===== src/rtl/sdspi_arb_pkg.sv =====
// Shared types for the SD SPI host arbiter.
// Arbiter FSM states and the idle value driven on the host data bus.
package sdspi_arb_pkg;

  typedef enum logic [1:0] {
    IDLE,
    GRANT,
    DRAIN
  } arb_state_t;

  localparam logic [7:0] SPI_IDLE_BYTE = 8'hFF;

endpackage


===== src/rtl/sdspi_host_arbiter_rr_picker.sv =====
// Round-robin picker: first set request after `last`, cyclically.
// Combinational; returns a one-hot pick and its index.
module rr_picker #(
  parameter int N  = 2,
  parameter int IW = $clog2(N)
) (
  input  logic [N-1:0]  req,
  input  logic [IW-1:0] last,
  output logic [N-1:0]  pick,
  output logic [IW-1:0] idx
);

  int   j;
  logic found;

  always_comb begin
    pick  = '0;
    idx   = '0;
    found = 1'b0;
    j     = 0;
    for (int k = 1; k <= N; k++) begin
      j = int'(last) + k;
      if (j >= N) j = j - N;
      if (!found && req[j]) begin
        found   = 1'b1;
        pick[j] = 1'b1;
        idx     = IW'(j);
      end
    end
  end

endmodule


===== src/rtl/sdspi_host_arbiter.sv =====
// Round-robin, session-locked arbiter sharing one SD SPI host.
// A watchdog reclaims sessions that hold the grant too long.
module sdspi_host_arbiter
  import sdspi_arb_pkg::*;
#(
  parameter int          N_REQ          = 2,
  parameter logic [31:0] TIMEOUT_CYCLES = 32'h6E00000
) (
  input  logic                  clk,
  input  logic                  rst_n,
  input  logic [N_REQ-1:0]      req_rst,
  input  logic [N_REQ-1:0]      req_r_block,
  input  logic [N_REQ-1:0]      req_r_multi_block,
  input  logic [N_REQ-1:0]      req_w_block,
  input  logic [N_REQ-1:0]      req_r_byte,
  input  logic [N_REQ-1:0]      req_w_byte,
  input  logic [32*N_REQ-1:0]   req_block_addr,
  input  logic [8*N_REQ-1:0]    req_data_in,
  output logic [N_REQ-1:0]      req_busy,
  output logic [N_REQ-1:0]      req_err,
  output logic [N_REQ-1:0]      req_crc_err,
  output logic [7:0]            req_data_out,
  output logic                  spi_rst,
  output logic                  spi_r_block,
  output logic                  spi_r_multi_block,
  output logic                  spi_w_block,
  output logic                  spi_r_byte,
  output logic                  spi_w_byte,
  output logic [31:0]           spi_block_addr,
  output logic [7:0]            spi_data_in,
  input  logic                  spi_busy,
  input  logic                  spi_err,
  input  logic                  spi_crc_err,
  input  logic [7:0]            spi_data_out,
  output logic [N_REQ-1:0]      grant,
  output logic                  timeout_err
);

  localparam int IW = $clog2(N_REQ);

  arb_state_t       state_q, state_d;
  logic [N_REQ-1:0] grant_q, grant_d;
  logic [IW-1:0]    idx_q, idx_d;
  logic [IW-1:0]    last_q, last_d;
  logic [31:0]      wdog_q, wdog_d;
  logic             tmo_q, tmo_d;

  logic [N_REQ-1:0] session;
  logic [N_REQ-1:0] pick;
  logic [IW-1:0]    pick_idx;
  logic             gsess;

  assign session = req_rst | req_r_block | req_r_multi_block | req_w_block;
  assign gsess   = |(session & grant_q);

  rr_picker #(.N(N_REQ), .IW(IW)) u_pick (
    .req  (session),
    .last (last_q),
    .pick (pick),
    .idx  (pick_idx)
  );

  always_comb begin
    state_d = state_q;
    grant_d = grant_q;
    idx_d   = idx_q;
    last_d  = last_q;
    wdog_d  = wdog_q;
    tmo_d   = 1'b0;
    unique case (state_q)
      IDLE: begin
        wdog_d = '0;
        if (|session) begin
          grant_d = pick;
          idx_d   = pick_idx;
          state_d = GRANT;
        end
      end
      GRANT: begin
        if (wdog_q != '1) wdog_d = wdog_q + 32'd1;
        // Timeout takes precedence over a coincident session drop
        if (wdog_q == TIMEOUT_CYCLES - 32'd1) begin
          state_d = DRAIN;
          tmo_d   = 1'b1;
        end else if (!gsess) begin
          if (spi_busy) begin
            state_d = DRAIN;
          end else begin
            state_d = IDLE;
            grant_d = '0;
            last_d  = idx_q;
            wdog_d  = '0;
          end
        end
      end
      DRAIN: begin
        if (!spi_busy) begin
          state_d = IDLE;
          grant_d = '0;
          last_d  = idx_q;
          wdog_d  = '0;
        end
      end
      default: begin
        state_d = IDLE;
        grant_d = '0;
      end
    endcase
  end

  always_ff @(posedge clk or negedge rst_n) begin
    if (!rst_n) begin
      state_q <= IDLE;
      grant_q <= '0;
      idx_q   <= '0;
      last_q  <= IW'(N_REQ - 1);
      wdog_q  <= '0;
      tmo_q   <= 1'b0;
    end else begin
      state_q <= state_d;
      grant_q <= grant_d;
      idx_q   <= idx_d;
      last_q  <= last_d;
      wdog_q  <= wdog_d;
      tmo_q   <= tmo_d;
    end
  end

  always_comb begin
    spi_rst           = 1'b0;
    spi_r_block       = 1'b0;
    spi_r_multi_block = 1'b0;
    spi_w_block       = 1'b0;
    spi_r_byte        = 1'b0;
    spi_w_byte        = 1'b0;
    spi_block_addr    = '0;
    spi_data_in       = SPI_IDLE_BYTE;
    if (state_q == GRANT) begin
      spi_rst           = req_rst[idx_q];
      spi_r_block       = req_r_block[idx_q];
      spi_r_multi_block = req_r_multi_block[idx_q];
      spi_w_block       = req_w_block[idx_q];
      spi_r_byte        = req_r_byte[idx_q];
      spi_w_byte        = req_w_byte[idx_q];
    end
    if (|grant_q) begin
      spi_block_addr = req_block_addr[32*int'(idx_q) +: 32];
      spi_data_in    = req_data_in[8*int'(idx_q) +: 8];
    end
  end

  // Requesters without a session never see busy, so they cannot deadlock
  always_comb begin
    req_busy = '0;
    for (int i = 0; i < N_REQ; i++) begin
      if (grant_q[i] && state_q == GRANT) req_busy[i] = spi_busy;
      else                                req_busy[i] = session[i];
    end
  end

  assign req_err      = grant_q & {N_REQ{spi_err}};
  assign req_crc_err  = grant_q & {N_REQ{spi_crc_err}};
  assign req_data_out = spi_data_out;
  assign grant        = grant_q;
  assign timeout_err  = tmo_q;

endmodule


===== config.mk =====
export PLATFORM = sky130hd
export DESIGN_NAME = sdspi_host_arbiter
export DESIGN_NICKNAME = d
export VERILOG_FILES = /design/src/rtl/sdspi_arb_pkg.sv /design/src/rtl/sdspi_host_arbiter_rr_picker.sv /design/src/rtl/sdspi_host_arbiter.sv
export SDC_FILE = /design/constraint.sdc
export NUM_CORES = 1
export LEC_CHECK = 0
export CAP_MARGIN = 25
export CELL_PAD_IN_SITES_DETAIL_PLACEMENT = 2
export CELL_PAD_IN_SITES_GLOBAL_PLACEMENT = 2
export CORE_MARGIN = 2
export CORE_UTILIZATION = 22
export DETAILED_ROUTE_END_ITERATION = 12
export HOLD_SLACK_MARGIN = 0.02
export PLACE_DENSITY = 0.89
export SETUP_SLACK_MARGIN = 0.1
export SLEW_MARGIN = 20
export SYNTH_ARGS = -nofsm -noshare
export SYNTH_HDL_FRONTEND = slang
export SYNTH_SLANG_ARGS = --single-unit
export TNS_END_PERCENT = 5

===== constraint.sdc =====
create_clock -name clk -period 4.54 [get_ports clk]
set_input_delay 1.135 -clock clk [delete_from_list [all_inputs] [get_ports clk]]
set_output_delay 1.135 -clock clk [all_outputs]
set_load 0.01 [all_outputs]

==> reports/results.tsv <==
stage	metric	value	unit
outcome	outcome	finished, final reports clean	
power_and_ir_drop	power_density	440	mW/mm^2
sta	fin_crit_sh	90.5	%
placement	place_inst	680	
clock_network	cts.htree.levels	2	
sta	fmax	0.243	GHz
sta	whs	518	ps
critical_path	crit_top_cell	clkdlybuf4s50_1	
placement	dpl.hpwl	10.4	mm
die	rows	42	
grt	grt_max_degree	40	
sta	slew_headroom	38.5	%
layout	nets	622	
power_and_ir_drop	total_power	2.12	mW
layout	fill_cells	1478	
synthesis	synth.most_common_cell	nor2_1	
sta	setup_viol	0	
synthesis	synth_commonest_cells	73 x nor2_1, 46 x mux2i_1, 38 x dfrtp_1	
layout	stdcell_count	689	
sta	worst_pin_slew	921	ps
power_and_ir_drop	p_seq_share	22.3	%
clock_network	path_clk_slew	60	ps
power_and_ir_drop	switchingPower	0.878	mW
grt	grt_pass1_vias	3895	
synthesis	ys_seq_area_share	32.4	%
die	core_area	0.0133	sq mm
route	routedWlPerCell	18.4	um
synthesis	syn_area_per_cell	8.11	sq um
layout	area_growth	60.2	%
synthesis	synth_cell_types	43	
clock_network	postCtsSetupBuffers	0	
critical_path	cp.arrival	2970	ps
route	antenna_left	0	
synthesis	synth_largest_area_cell	dfrtp_1	
grt	overflow	0	
hold_path	hold_start	wdog_q[18]	
route	drtIter0Drc	129	
synthesis	synthTopCellsByArea	dfrtp_1 32%, mux2i_1 15%, nor2_1 9.1%	
grt	grt_pass1_wl	20.2	mm
clock_network	cts_buffer_depth	2	
critical_path	crit_chain	clkdlybuf4s50_1 -> or4_1 -> a21oi_1 -> a31oi_1 -> clkdlybuf4s50_1	
placement	port_buffers	151	
hold_path	whs_path_depth	1	
critical_path	slowest_delay	630	ps
critical_path	worst_ep_required_time	3400	ps
synthesis	syn_nets	482	
power_and_ir_drop	pwr-share-clk	17.0	%
placement	gp_congestion	0.871	
synthesis	ys.flop_type	dfrtp_1	
power_and_ir_drop	p_leak	1.94	nW
hold_path	whs_endpoint	wdog_q[18]	
route	drc_errors	0	
critical_path	crit_type	in2out	
critical_path	rr_endpoint	wdog_q[18]	
sta	final.setup.tns	0	ps
grt	grt_antenna_before_repair	0	
critical_path	critical_path.startpoint_type	input pin	
layout	antenna_cells	0	
clock_network	cts_root_buffer	clkbuf_16	
critical_path	cp_max_fo	5	
route	wl	12.7	mm
clock_network	clk_latency	290	ps
power_and_ir_drop	power.internal	1.25	mW
die	start_util	22.7	%
synthesis	synth_edf_count	0	
die	die_width	121	um
synthesis	synthArstFlopShare	100	%
synthesis	synth_top_area_share	31.5	%
sta	final_max_slew_viol_count	0	
die	die-area	0.0147	sq mm
sta	rsz0062_at_grt	false	
layout	drive_gt1_share	4.68	%
sta	clock_skew	7.07	ps
synthesis	syn_inst	372	
critical_path	critical_path.slowest_cell	or4_1	
critical_path	rr_worst_depth	6	
grt	grt.total_usage	17.4	%
critical_path	r2r-start	wdog_q[28]	
hold_path	min_path_type	reg2reg	
clock_network	cts_tree	built	
sta	finalHoldViolCount	0	
die	ios	168	
synthesis	ys_ff_latch	39	
route	dr.pass1.iters	4	
die	die_y	121	um
run	drv_cap	0	
synthesis	yosys_warnings	0	
clock_network	cts_resized	0	
route	via_per_inst	4.84	
sta	period_needed	4110	ps
power_and_ir_drop	pwr-share-comb	60.7	%
layout	multiInputGateArea	0.00188	sq mm
power_and_ir_drop	switching_share	41.3	%
clock_network	cts_buffers	5	
clock_network	cts_hold_buf	0	
critical_path	r2r_slack	1530	ps
layout	regArea	978	sq um
clock_network	clock_sinks	39	
critical_path	endpoint_kind	output pin	
power_and_ir_drop	vdd_drop_max	0.174	mV
synthesis	syn-cell-area	0.00302	sq mm
route	vias	3337	
==> final cells by class <==
class	instances	share of cell area [%]
multi-input combinational	299	38.8
clock buffer	7	2.95
inverter	8	0.622
tap	176	4.56
timing repair buffer	159	32.7
sequential	39	20.3
clock inverter	1	0.104
==> stage by stage <==
step | cell area, sq um | utilization, % | worst slack (ps)
after floorplan | 3020 | - | 1470
after global placement | 4660 | 35.1 | 492
after detailed placement | 4660 | 35.1 | 466
after CTS | 4810 | 36.2 | 449
after global routing | 4830 | 36.3 | 391
final | 4830 | 36.3 | 432
==> power groups by stage <==
stage / combinational, mW / sequential, mW / clock [mW]
floorplan: 0.712 / 0.412 / 0
global placement: 1.26 / 0.476 / 0
detailed placement: 1.31 / 0.482 / 0
CTS: 1.32 / 0.476 / 0.372
global route: 1.39 / 0.485 / 0.384
finish: 1.29 / 0.473 / 0.361
==> cells by family after synthesis <==
family	after synthesis	share of synthesized area (%)
muxes	50	16.8
DFF	39	32.4
AOI/OAI and AO/OA	40	8.46
adders and majority gates	5	2.07
and+or+nand+nor	182	28.4
buffers and inverters	34	5.48
xor gates and xnor gates	22	6.39
==> metal layers <==
metal,wire [um],vias to the layer above,global-route usage (%),part of all wire [%]
met1,4600,1647,18.1,36
met3,903,11,5.73,7.1
li1,-,1570,-,-
met5,0,-,0,0
met4,120,0,3.42,0.95
met2,7050,109,33.6,56
==> critical path, delay by kind of cell <==
| kind | cells | cell delay (ps) |
|---|---|---|
| AO/OA/AOI/OAI | 2 | 230 |
| buffers and inverters | 2 | 970 |
| AND/OR/NAND/NOR | 1 | 630 |
==> cell usage in the layout, fill, tap and decap left out, drive strengths merged, types with 3 or more instances in the layout <==
cell	Yosys	final
nand4	11	11
nor2	73	73
and2	5	5
or4	3	3
nand2	37	37
a21oi	15	15
and3	5	5
xnor2	16	16
nor4	5	5
nand2b	4	4
nor3	11	11
mux2	4	4
clkbuf	10	7
o21ai	4	4
inv	8	8
a41oi	3	3
clkdlybuf4s50	0	150
a31oi	8	8
or2	4	4
ha	5	5
nand3	17	17
mux2i	46	46
dfrtp	38	38
xor2	6	6
buf	16	9
==> state kept, by name, indices dropped and copies added, names as in the netlist <==
register / count
idx_q: 1
state_q: 2
grant: 2
wdog_q: 32
timeout_err: 1
last_q: 1
==> how the worst max path moves through the flow <==
stage | from | endpoint | slack (ps) | cells after the start
after floorplan | req_r_block[1] | req_busy[1] | 1470 | 3
after global placement | req_r_block[0] | req_busy[0] | 490 | 5
after detailed placement | req_r_block[1] | req_busy[1] | 470 | 5
after CTS | req_r_block[1] | req_busy[1] | 450 | 5
after global routing | req_r_block[0] | req_busy[0] | 390 | 5
final | req_r_block[1] | req_busy[1] | 430 | 5
(Power assumes the default switching activity.)
